--- config.mk ---
export PLATFORM = sky130hd
export DESIGN_NAME = ahb_multi_controller
export DESIGN_NICKNAME = d
export VERILOG_FILES = /design/src/rtl/common_types_pkg.sv /design/src/rtl/ahb_rr_arbiter.sv /design/src/rtl/ahb_multi_controller.sv
export SDC_FILE = /design/constraint.sdc
export NUM_CORES = 1
export LEC_CHECK = 0
export ABC_AREA = 1
export CELL_PAD_IN_SITES_DETAIL_PLACEMENT = 0
export CELL_PAD_IN_SITES_GLOBAL_PLACEMENT = 2
export CORE_MARGIN = 10
export CORE_UTILIZATION = 15
export DETAILED_ROUTE_END_ITERATION = 12
export PLACE_DENSITY_LB_ADDON = 0.1
export SYNTH_ARGS = -nofsm -noshare
export SYNTH_HDL_FRONTEND = slang
export SYNTH_SLANG_ARGS = --single-unit
--- constraint.sdc ---
create_clock -name clk -period 3.25 [get_ports clk]
set_clock_uncertainty 0.2 [all_clocks]
set_input_delay 0.65 -clock clk [delete_from_list [all_inputs] [get_ports clk]]
set_output_delay 0.65 -clock clk [all_outputs]
set_load 0.05 [all_outputs]
--- src/rtl/common_types_pkg.sv ---
// Shared AHB-Lite bus types and the multi-channel controller state encoding.
package common_types_pkg;

    typedef logic [31:0] word_t;

    typedef enum logic [1:0] {
        HtransIdle   = 2'b00,
        HtransBusy   = 2'b01,
        HtransNonseq = 2'b10,
        HtransSeq    = 2'b11
    } htrans_t;

    typedef enum logic [2:0] {
        HsizeByte = 3'b000,
        HsizeHalf = 3'b001,
        HsizeWord = 3'b010
    } hsize_t;

    typedef enum logic [1:0] {
        StIdle,
        StData,
        StErr2
    } amc_state_t;

    // Reserved size 11 is treated as misaligned so it completes locally with an error.
    function automatic logic is_misaligned(input logic [1:0] size, input logic [1:0] addr_lo);
        logic mis;
        case (size)
            2'b00:   mis = 1'b0;
            2'b01:   mis = addr_lo[0];
            2'b10:   mis = (addr_lo != 2'b00);
            default: mis = 1'b1;
        endcase
        return mis;
    endfunction

endpackage

--- src/rtl/ahb_rr_arbiter.sv ---
// Picks one eligible channel per cycle: lowest index first, or round-robin from rr_ptr.
module ahb_rr_arbiter #(
    parameter int NCH = 2,
    parameter int RR  = 0
) (
    input  logic           clk,
    input  logic           nrst,
    input  logic [NCH-1:0] eligible,
    input  logic           advance,
    output logic [NCH-1:0] winner
);

    localparam int PW = (NCH > 1) ? $clog2(NCH) : 1;

    logic [PW-1:0] rr_ptr;
    logic [PW-1:0] win_idx;

    always_comb begin
        int   start;
        int   idx;
        logic found;
        winner  = '0;
        win_idx = '0;
        found   = 1'b0;
        start   = (RR != 0) ? int'(rr_ptr) : 0;
        for (int i = 0; i < NCH; i++) begin
            idx = start + i;
            if (idx >= NCH) idx = idx - NCH;
            if (!found && eligible[idx]) begin
                found       = 1'b1;
                winner[idx] = 1'b1;
                win_idx     = PW'(idx);
            end
        end
    end

    always_ff @(posedge clk or negedge nrst) begin
        if (!nrst) begin
            rr_ptr <= '0;
        end else if (advance) begin
            rr_ptr <= (win_idx == PW'(NCH - 1)) ? '0 : win_idx + 1'b1;
        end
    end

endmodule

--- src/rtl/ahb_multi_controller.sv ---
// AHB-Lite manager arbitrating NCH request channels onto one bus, with local
// rejection of misaligned requests and two-cycle ERROR handling.
module ahb_multi_controller
    import common_types_pkg::*;
#(
    parameter int NCH    = 2,
    parameter int ADDR_W = 32,
    parameter int DATA_W = 32,
    parameter int RR     = 0
) (
    input  logic                  clk,
    input  logic                  nrst,
    input  logic [NCH-1:0]        req,
    input  logic [NCH-1:0]        write,
    input  logic [2*NCH-1:0]      size,
    input  logic [NCH*ADDR_W-1:0] addr,
    input  logic [NCH*DATA_W-1:0] wdata,
    output logic [NCH-1:0]        gnt,
    output logic [NCH-1:0]        done,
    output logic                  err,
    output logic [DATA_W-1:0]     rdata,
    output logic [ADDR_W-1:0]     haddr,
    output logic                  hwrite,
    output logic [2:0]            hsize,
    output logic [1:0]            htrans,
    output logic [DATA_W-1:0]     hwdata,
    input  logic [DATA_W-1:0]     hrdata,
    input  logic                  hready,
    input  logic                  hresp
);

    localparam int IW = (NCH > 1) ? $clog2(NCH) : 1;

    amc_state_t        state_q;
    logic [IW-1:0]     owner_q, loc_idx_q, hold_idx_q, win_idx;
    logic              loc_q, hold_q;
    logic [DATA_W-1:0] hwdata_q;

    logic [NCH-1:0]    busy, eligible, arb_elig, win;
    logic [1:0]        win_size;
    logic [ADDR_W-1:0] win_addr;
    logic [DATA_W-1:0] win_wdata;
    logic              win_write, have_win, win_mis, err1, present, accept, bus_acc, loc_acc;

    always_comb begin
        busy = '0;
        if (state_q != StIdle) busy[owner_q] = 1'b1;
        if (loc_q) busy[loc_idx_q] = 1'b1;
    end

    assign eligible = req & ~busy;

    // A stalled address phase keeps its channel so haddr/htrans stay stable.
    always_comb begin
        arb_elig = eligible;
        if (hold_q) begin
            arb_elig             = '0;
            arb_elig[hold_idx_q] = 1'b1;
        end
    end

    ahb_rr_arbiter #(
        .NCH (NCH),
        .RR  (RR)
    ) u_arb (
        .clk      (clk),
        .nrst     (nrst),
        .eligible (arb_elig),
        .advance  (accept),
        .winner   (win)
    );

    always_comb begin
        win_idx   = '0;
        win_size  = '0;
        win_addr  = '0;
        win_wdata = '0;
        win_write = 1'b0;
        for (int i = 0; i < NCH; i++) begin
            if (win[i]) begin
                win_idx   = IW'(i);
                win_size  = size[2*i +: 2];
                win_addr  = addr[i*ADDR_W +: ADDR_W];
                win_wdata = wdata[i*DATA_W +: DATA_W];
                win_write = write[i];
            end
        end
    end

    assign have_win = |win;
    assign win_mis  = is_misaligned(win_size, win_addr[1:0]);
    assign err1     = (state_q == StData) && hresp && !hready;
    assign present  = have_win && !win_mis && !err1;
    assign accept   = have_win && hready;
    assign bus_acc  = accept && !win_mis;
    assign loc_acc  = accept && win_mis;

    assign htrans = present ? HtransNonseq : HtransIdle;
    assign haddr  = present ? win_addr : '0;
    assign hwrite = present && win_write;
    assign hsize  = present ? {1'b0, win_size} : 3'b000;
    assign gnt    = accept ? win : '0;
    assign hwdata = hwdata_q;
    assign rdata  = hrdata;

    // A local rejection is only granted when no bus transfer starts, so its
    // completion never collides with a bus completion.
    always_comb begin
        done = '0;
        err  = 1'b0;
        if (hready && state_q != StIdle) begin
            done[owner_q] = 1'b1;
            err           = hresp || (state_q == StErr2);
        end
        if (loc_q) begin
            done[loc_idx_q] = 1'b1;
            err             = 1'b1;
        end
    end

    always_ff @(posedge clk or negedge nrst) begin
        if (!nrst) begin
            state_q    <= StIdle;
            owner_q    <= '0;
            loc_q      <= 1'b0;
            loc_idx_q  <= '0;
            hold_q     <= 1'b0;
            hold_idx_q <= '0;
            hwdata_q   <= '0;
        end else begin
            hold_q     <= present && !hready;
            hold_idx_q <= win_idx;
            loc_q      <= loc_acc;
            if (loc_acc) loc_idx_q <= win_idx;
            if (bus_acc) begin
                owner_q  <= win_idx;
                hwdata_q <= win_wdata;
            end
            unique case (state_q)
                StIdle: if (bus_acc) state_q <= StData;
                StData: begin
                    if (hready)     state_q <= bus_acc ? StData : StIdle;
                    else if (hresp) state_q <= StErr2;
                end
                StErr2: if (hready) state_q <= bus_acc ? StData : StIdle;
                default: state_q <= StIdle;
            endcase
        end
    end

endmodule

# --- Yosys cells after proc, flatten, opt, wreduce, memory -nomap -nowiden ---
# Cells that the tools add are included.
classes:
  n_lt_le_gt_ge: 6
  bitwise_logic: 4
  n_mux: 35
  reduce_logical: 25
  n_eq_ne: 7
op_table:
  columns: ["op", "count"]
  rows:
  - ["$mux W32", 5]
  - ["$mux W2", 14]
  - ["$logic_and A1 B1 Y1", 14]
  - ["$mux W1", 11]
  - ["$lt A1 B2 Y1 const B", 3]
  - ["$pmux W2 S3", 1]
  - ["$eq A2 B1 Y1 const B", 2]
  - ["$eq A2 B2 Y1 const B", 2]
  - ["$logic_not A1 Y1", 4]
  - ["$logic_not A2 Y1", 2]
  - ["$ne A2 B2 Y1 const B", 2]
  - ["$or A2 B2 Y2", 2]
  - ["$reduce_bool A2 Y1", 2]
  - ["$demux W1 S1", 3]
  - ["$ge A1 B1 Y1 const B", 3]
  - ["$ne A3 B3 Y1 const B", 1]
  - ["$pmux W1 S3", 1]
  - ["$reduce_and A3 Y1", 1]
  - ["$and A2 B2 Y2", 1]
  - ["$not A2 Y2", 1]
  - ["$reduce_or A2 Y1", 1]
  - ["$logic_or A1 B1 Y1", 1]
totals:
  word_cells: 84
  output_inout_bits: 107
  in_bits: 172
  regBits: 39

# --- Longest topological paths before layout ---
# Gate-level depths: netlist (run 1).
depth:
  ltp_word: 22
  depth_mapped: 15
  ltp_nobuf: 14

# --- Modules after synthesis ---
# From an unflattened synthesis (run 1), not the netlist that was laid out.
hier_totals:
  hier_cells: 375
  area_unflattened_um2: 2906.5
by_module_without_submodules:
  columns: ["mod", "n_inst", "area_per_inst_um2", "cells_each", "seq_area_each_um2"]
  rows:
  - ["ahb_multi_controller", 1, 2889.0, 372, 975.9]
  - ["ahb_rr_arbiter", 1, 17.5, 3, 0.0]

# --- Least setup slack after synthesis (run 1) ---
# OpenSTA, ideal clock, no wires.
synth_timing:
  kind: "input port to output port"
  startpoint: "in req[0]"
  endpoint: "out haddr[23]"
  path_stages: 13
  path_slack_ps: 85
  n_path_buf: 1
  arrival_ps: 2315
  t_required_ps: 2400
  path_cell_list: "inv_1 a21oi_2 nand2_2 nand2_2 nand2_4 nand3_2 nand2_2 nor2_2 nand2_2 nand2_8 nand2_4 buf_6 nor2_1"
synth_via:
  elab_chain_len: 13
  elab_cells_between_ends: 20
  classes_between: "2 x eq/ne; 9 x mux; 1 x bitwise; 8 x reduce/logical"
synth_rtl:
  columns: ["element", "line_no", "text"]
  rows:
  - ["from (decl)", "ahb_multi_controller.sv:13", "input logic [NCH-1:0] req,"]
  - ["$and A2 B2 Y2 *", "ahb_multi_controller.sv:51", "assign eligible = req & ~busy;"]
  - ["$mux W2 *", "ahb_multi_controller.sv:56", "if (hold_q) begin"]
  - ["$mux W1 *", "ahb_rr_arbiter.sv:29", "if (!found && eligible[idx]) begin"]
  - ["$logic_not A1 Y1", "ahb_rr_arbiter.sv:29", null]
  - ["$logic_and A1 B1 Y1", "ahb_rr_arbiter.sv:29", null]
  - ["$mux W1", "ahb_rr_arbiter.sv:29", null]
  - ["$mux W2 / $mux W32 (equally long branches)", "ahb_multi_controller.sv:80", "if (win[i]) begin"]
  - ["$eq A2 B2 Y1, or another cell as far along", "common_types_pkg.sv:28", "case (size)"]
  - ["$pmux W1 S3", "common_types_pkg.sv:28", null]
  - ["$logic_not A1 Y1", "ahb_multi_controller.sv:93", "assign present = have_win && !win_mis && !err1;"]
  - ["$logic_and A1 B1 Y1 (2 in a row)", "ahb_multi_controller.sv:93", null]
  - ["$mux W32 *", "ahb_multi_controller.sv:99", "assign haddr = present ? win_addr : '0;"]
  - ["to (decl)", "ahb_multi_controller.sv:22", "output logic [ADDR_W-1:0] haddr,"]
# Every way passes the cells marked *; elsewhere a longest branch is shown, timed or not.

# --- Worst setup path in the final report (run 1) ---
layout_timing:
  startpoint: "reg state_q[0]"
  endpoint: "out haddr[16]"
layout_via:
  elab_chain_len: 18
  elab_cells_between_ends: 29
  classes_between: "3 x eq/ne; 11 x mux; 3 x bitwise; 12 x reduce/logical"
layout_rtl:
  columns: ["element", "line_no", "text"]
  rows:
  - ["from (decl)", "ahb_multi_controller.sv:34", "amc_state_t state_q;"]
  - ["from (signal assigned)", "ahb_multi_controller.sv:123", "state_q <= StIdle;"]
  - ["from (signal assigned)", "ahb_multi_controller.sv:140", "StIdle: if (bus_acc) state_q <= StData;"]
  - ["from (signal assigned)", "ahb_multi_controller.sv:142", "if (hready) state_q <= bus_acc ? StData : StIdle;"]
  - ["$reduce_bool A2 Y1", "ahb_multi_controller.sv:47", "if (state_q != StIdle) busy[owner_q] = 1'b1;"]
  - ["$mux W2", "ahb_multi_controller.sv:47", null]
  - ["$or A2 B2 Y2 (no source line)", null, null]
  - ["$mux W2", "ahb_multi_controller.sv:48", "if (loc_q) busy[loc_idx_q] = 1'b1;"]
  - ["$not A2 Y2", "ahb_multi_controller.sv:51", null]
  - ["$and A2 B2 Y2", "ahb_multi_controller.sv:51", null]
  - ["$mux W2", "ahb_multi_controller.sv:56", null]
  - ["$mux W1", "ahb_rr_arbiter.sv:29", null]
  - ["$logic_not A1 Y1", "ahb_rr_arbiter.sv:29", null]
  - ["$logic_and A1 B1 Y1", "ahb_rr_arbiter.sv:29", null]
  - ["$mux W1", "ahb_rr_arbiter.sv:29", null]
  - ["$mux W2 / $mux W32 (equally long branches)", "ahb_multi_controller.sv:80", null]
  - ["$eq A2 B2 Y1, or another cell as far along", "common_types_pkg.sv:28", null]
  - ["$pmux W1 S3", "common_types_pkg.sv:28", null]
  - ["$logic_not A1 Y1", "ahb_multi_controller.sv:93", null]
  - ["$logic_and A1 B1 Y1 (2 in a row)", "ahb_multi_controller.sv:93", null]
  - ["$mux W32 *", "ahb_multi_controller.sv:99", null]
# Marks and branches as above.

==> impl_metrics.yaml, run 1 <==
setup_path:
  cp-end-kind: "output port"
  worst_reg_to_reg_path_cell_count: 15
  cells_traversed_along_the_worst_timing_path: "inv_2 -> nand2_2 -> nand2_2 -> nand2_4 -> a21boi_4 -> buf_6 -> o21ai_0 -> inv_1 -> nand2_8 -> bufbuf_16 -> nor2_1 -> buf_6"
  critical_path.max_fanout: 7
  timing.rr.end: "hwdata[13]"
  worstPathRequired_ps: 2400
  critical-path-top-delay-family: "buffers and inverters"
  rrSetupSlack_ps: 730
  worst-setup-path-type: "flip-flop to output port"
  timing.critical_path.buf_inv: 5
  critPathArrivalTime_ps: 2330
  worst_r2r_startpoint: "state_q[0]"
  cpMaxStageDelayCell: "dfrtp_2"
  slowest_delay_ps: 450
  worstSetupStartpointType: "flip-flop"
pwr:
  total_power_w: 0.00734
  cellLeakagePower_nw: 2.76
  power.ir.vdd_worst_v: 0.000614
  total_power_density_per_cell_area_mw_per_mm2: 1190
clock_network:
  clock-sinks: 39
  clock_latency_ps: 280
  cts_root_buffer: "clkbuf_16"
  cts_tree: "done"
  clock_tree.htree_level_count: 2
  cts_max_path_buffers: 2
  clk_transition_reported_paths_ps: 60
  cts-buffers-inserted: 5
floorplan:
  floorplan.initialDensity: 0.154
  dieArea_sq_mm: 0.0263
  floorplan.core_area_sq_mm: 0.0197
  placementRows: 51
  die_width_um: 162
  design.portCount: 279
  die_height_um: 162
placement:
  half_perimeter_wire_length_after_detailed_placement_um: 11000
  routabilityCongestion: 0.739
  numPortBuffers: 212
yosys:
  post_synth_main_area_contributors: "dfrtp_1, a22o_1, nand2_1"
  post_synth_instance_area_sq_mm: 0.00303
  netlist_instances: 401
  yosys_register_bits: 39
  synth.yosys.warnings: 0
  ys_top_cells_by_count: "nand2_1, a22o_1, inv_1"
  yosys_most_used_dff: "dfrtp_1"
  synth_sequential_area_ratio: 0.323
  yosys.area.top_type: "dfrtp_1"
  synth_top_cell_area_share: 0.323
  synth.avg_cell_area_sq_um: 7.54
  number_of_synthesized_flops_with_an_enable_pin: 0
  post-synth-top-count-cell: "nand2_1"
  async_reset_ff_frac: 1.00
  synth_cell_type_count: 26
hold_path:
  min_path_type: "flip-flop to flip-flop"
  min-delay-start: "hwdata[4]"
  worst_hold_endpoint: "hwdata[4]"
  whs_path_depth: 2
cells_and_area:
  seqCellArea_sq_um: 978
  area.growth.synth_to_final_pct: 104
  fin_nets: 781
  multi_input_area_sq_mm: 0.00164
  antenna-diode-count: 0
  drive_gt1_frac: 0.262
  count_of_filler_cells_inserted_in_the_layout: 2132
grt:
  grt_start_max_net_pins: 40
  grt_antenna_before_repair: 0
  number_of_global_route_vias_before_repair: 3776
  grt_first_pass_wirelength_um: 22200
  overall_track_demand_over_capacity_in_global_routing: 0.106
  overflow: 0
detailed_routing:
  drt.antenna.violating_nets: 0
  routed_wire_length_per_instance_um: 16.9
  dr_total_vias: 3433
  route.detailed.vias_per_inst: 3.92
  wl_um: 14800
  drc_markers: 0
  drt_pre_antenna_iters: 4
  drt_iter0_markers: 113
sta:
  finalWorstPathRequiredPeriod_ps: 3180
  final.setup.tns_ps: 0
  timing_hold_violations_final: 0
  worstMarginPinSlew_ps: 944
  timing.max_slew.rel_slack: 0.371
  final_max_slew_viol_count: 0
  achievable-frequency_mhz: 315
  finalSetupViolations: 0
  final_min_period_over_clock_period: 0.977
  grt_setup_unrepaired: "true"
outcome:
  run_status: "complete, no violations"
run:
  maxCapViolCount: 0
==> stage by stage <==
stage                     setup WS, ps  instances   util  area [sq um]  hold slack, ps
after floorplan                   84.7        402      -          3030             154
after global placement            -191        844  0.266          5230             252
after detailed placement          -215        844  0.266          5230             262
after CTS                         2.50        870  0.297          5840             277
after global routing             -45.8        875  0.313          6160             296
final                             74.1        875  0.313          6160             270
==> repair_timing <==
item	4_1_cts	5_1_grt
hold buffers	0	0
pin swaps	5	11
setup endpoints to repair	36	36
buffers inserted	12	4
cloned	6	1
resized for setup	38	79
==> power by group <==
| group | switching, W | internal [W] |
|---|---|---|
| logic | 0.00342 | 0.00248 |
| clock network | 0.000202 | 0.000441 |
| registers | 0.000113 | 0.000682 |
==> cell families (layout without fill, tap and decap cells) <==
group | Yosys count | in the layout | share of synthesized area
AOI/OAI and AO/OA | 74 | 74 | 0.209
and+or+nand+nor | 178 | 178 | 0.261
other | 1 | 2 | 0.00124
DFF | 39 | 39 | 0.323
buffers and inverters | 109 | 317 | 0.206
==> layout by cell type, fill, tap and decap left out, types with 2 or more instances in the layout <==
cell type / netlist / layout
a22o_1: 63 / 63
buf_12: 0 / 12
buf_16: 0 / 5
buf_4: 41 / 35
buf_6: 6 / 27
buf_8: 0 / 9
bufinv_16: 0 / 2
clkbuf_16: 0 / 6
clkdlybuf4s50_1: 0 / 168
conb_1: 1 / 2
dfrtp_1: 39 / 37
dfrtp_2: 0 / 2
inv_1: 43 / 41
inv_2: 4 / 5
nand2_1: 87 / 79
nand2_2: 5 / 11
nand2_4: 2 / 3
nand2_8: 2 / 3
nand3_1: 38 / 37
nand3_2: 1 / 2
nand4_1: 2 / 2
nor2_1: 40 / 11
nor2_2: 1 / 15
nor2_4: 0 / 15
o21ai_0: 4 / 4
==> layer usage <==
layer	up-vias	global-route usage	wire length, um
li1	1696	-	-
met1	1539	0.131	6340
met2	182	0.161	6520
met3	16	0.0569	1820
met4	0	0.0211	128
met5	-	0	0
==> registers in the layout, summed over array words and instances (netlist names) <==
signal	cells
state_q	2
hwdata	32
loc_q	1
hold_q	1
loc_idx_q	1
owner_q	1
hold_idx_q	1
==> worst reg2reg max path: stages (launching register included) <==
cell and delay, ps:
dfrtp_2 450, inv_2 110, nand2_2 70, nand2_2 70, nand2_4 60, nand2_2 70
nand2_4 70, nand3_1 90, nand2_2 60, nor2_2 110, nand2_2 100, nand2_8 90
buf_4 390, nand2_8 260, nand2_1 140, nand2_1 60
==> worst max path at each step <==
stage                from         to  cells past startpoint
2_1_floorplan      req[0]  haddr[23]                     13
3_5_place_dp       req[0]   haddr[2]                     10
4_1_cts            req[0]  haddr[31]                     13
6_report       state_q[0]  haddr[16]                     12
5_1_grt        state_q[0]  haddr[16]                     12
3_3_place_gp       req[0]     hwrite                     10
==> final cells by class <==
cell class                 count  share of cell area
clock buffer                   6              0.0209
inverter                      48              0.0297
multi-input combinational    254               0.266
timing repair buffer         261               0.461
tap                          265              0.0538
sequential                    39               0.159
clock inverter                 2             0.00975
Power figures use the tool's default switching activity.
==> inputs of run 2 (changes only) <==
Settings changed: ABC_CLOCK_PERIOD_IN_PS set to 4000, CORE_UTILIZATION 15 to 16.
Clock period 3.25 ns to 4 ns, I/O delays scaled along.
==> run 2 against run 1 <==
Net effect:
- first-iteration DRC count shrank 50%
- sequential cell count unchanged
- sequential share of layout area increased by 2.9 points
- critical path depth is 2 lower
- via count fell by 3.6%
- power down 36%
==> impl_metrics.yaml, run 2 (synthesis gave the netlist of run 1 again) <==
cells_and_area:
  layout_commonest_cell: "clkdlybuf4s50_1"
  area.growth.synth_to_final_pct: 71.5
  fin_nets: 741
  largest_register_ffs: 32
  drive_gt1_frac: 0.132
  layout.cells.most_common_list: "clkdlybuf4s50_1, nand2_1, a22o_1"
  layout_cells_excl_fill: 804
  count_of_filler_cells_inserted_in_the_layout: 2058
  antenna-diode-count: 0
floorplan:
  placementRows: 50
  die_height_um: 158
  floorplan.initialDensity: 0.162
  dieArea_sq_mm: 0.0248
  floorplan.core_area_sq_mm: 0.0186
  design.portCount: 279
  die_width_um: 158
detailed_routing:
  drc_markers: 0
  wl_um: 13800
  drt_iter0_markers: 57
  route.detailed.vias_per_inst: 4.12
  dr_total_vias: 3309
  drt.antenna.violating_nets: 0
  drt_pre_antenna_iters: 4
  routed_wire_length_per_instance_um: 17.1
grt:
  overflow: 0
  grt_start_max_net_pins: 40
  overall_track_demand_over_capacity_in_global_routing: 0.108
  grt_first_pass_wirelength_um: 21100
  number_of_global_route_vias_before_repair: 3771
  grt_antenna_before_repair: 0
sta:
  timing_hold_violations_final: 0
  final.setup.tns_ps: 0
  final_max_slew_viol_count: 0
  fin_hold_ws_ps: 268
  worstMarginPinSlew_ps: 965
  achievable-frequency_mhz: 267
  finalSetupViolations: 0
  finalWorstPathRequiredPeriod_ps: 3740
  final_min_period_over_clock_period: 0.936
  grt_setup_unrepaired: "false"
  timing.max_slew.rel_slack: 0.357
setup_path:
  cp-end-kind: "output port"
  critical_path.max_fanout: 31
  worstPathRequired_ps: 3000
  worstSetupStartpointType: "input pin"
  critPathArrivalTime_ps: 2740
  worst_r2r_startpoint: "state_q[0]"
  timing.critical_path.from: "req[0]"
  worst-setup-path-type: "input pin to output port"
clock_network:
  cts-buffers-inserted: 5
  postCtsSetupRepairBufs: 0
  clock_tree.htree_level_count: 2
  cts_tree: "done"
  clk_transition_reported_paths_ps: 60
  clock_latency_ps: 280
  clock-sinks: 39
  cts_root_buffer: "clkbuf_16"
  cts_max_path_buffers: 2
pwr:
  switching_share: 0.568
  total_power_density_per_cell_area_mw_per_mm2: 899
  cellLeakagePower_nw: 2.41
  share_clk_of_total_power: 0.102
  power.ir.vdd_worst_v: 0.000455
  total_switching_power_w: 0.00265
  share_seq_of_total_power: 0.137
  share_comb_of_total_power: 0.760
  power.internal_w: 0.00202
placement:
  numPortBuffers: 212
  routabilityCongestion: 0.751
  place_inst: 796
  half_perimeter_wire_length_after_detailed_placement_um: 10900
run:
  maxCapViolCount: 0
hold_path:
  min-delay-start: "hwdata[29]"
  min_path_type: "flip-flop to flip-flop"
outcome:
  run_status: "complete, no violations"
-- run 2: final cells by class --
cell class | instances | area (sq um) | share of cell area
timing repair buffer | 221 | 2130 | 0.410
inverter | 48 | 180 | 0.0347
clock buffer | 6 | 139 | 0.0268
multi-input combinational | 254 | 1440 | 0.277
clock inverter | 2 | 35.0 | 0.00675
tap | 234 | 293 | 0.0564
sequential | 39 | 976 | 0.188
-- run 2: what timing repair did --
item	in CTS	in global routing
resized for setup	0	1
endpoints found under the setup margin	0	36
hold buffers	0	0
-- run 2: layer usage --
metal  wire (um)  vias up  track usage
li1            -     1620            -
met1        5670     1484        0.122
met2        5630      198        0.165
met3        2350        7       0.0742
met4          99        0       0.0209
met5           0        -            0
-- run 2: power groups by stage --
stage	clock, W	sequential (W)	combinational, W
2_1_floorplan	0	0.00108	0.00217
3_3_place_gp	0	0.000646	0.00363
3_5_place_dp	0	0.000652	0.00360
4_1_cts	0.000493	0.000646	0.00362
5_1_grt	0.000510	0.000662	0.00384
6_report	0.000477	0.000641	0.00355
-- run 2: worst paths after layout --
check,endpoint,slack [ps],cells after the start
setup / recovery,haddr[12],260,10
hold / removal,hwdata[29],270,2
setup reg to reg,hwdata[0],1480,15
hold reg to reg,hwdata[29],270,2
max in group asynchronous,hwdata[28],2520,1
min in group asynchronous,hwdata[8],470,1
-- run 2: per-stage QoR --
| stage | util | cell area [sq um] | total power (W) | setup slack, ps |
|---|---|---|---|---|
| finish | 0.278 | 5190 | 0.00467 | 255 |
| global route | 0.278 | 5190 | 0.00502 | 67.2 |
| CTS | 0.278 | 5180 | 0.00476 | 117 |
| detailed placement | 0.268 | 5000 | 0.00426 | 129 |
| global placement | 0.268 | 5000 | 0.00428 | 167 |
| floorplan | - | 3030 | 0.00325 | 535 |
-- run 2: critical path, stage by stage --
cell,delay [ps]
clkdlybuf4s50_1,460
inv_1,40
a21oi_2,110
nand2_2,90
a21boi_4,260
buf_4,380
a22o_1,220
inv_1,40
nor2_1,110
buf_4,220
==> inputs of run 3 (changes only) <==
Settings changed: CTS_CLUSTER_SIZE set to 10.
==> results of run 3 <==
Same layout as run 2: the final DEF is identical, and so are final timing and power.
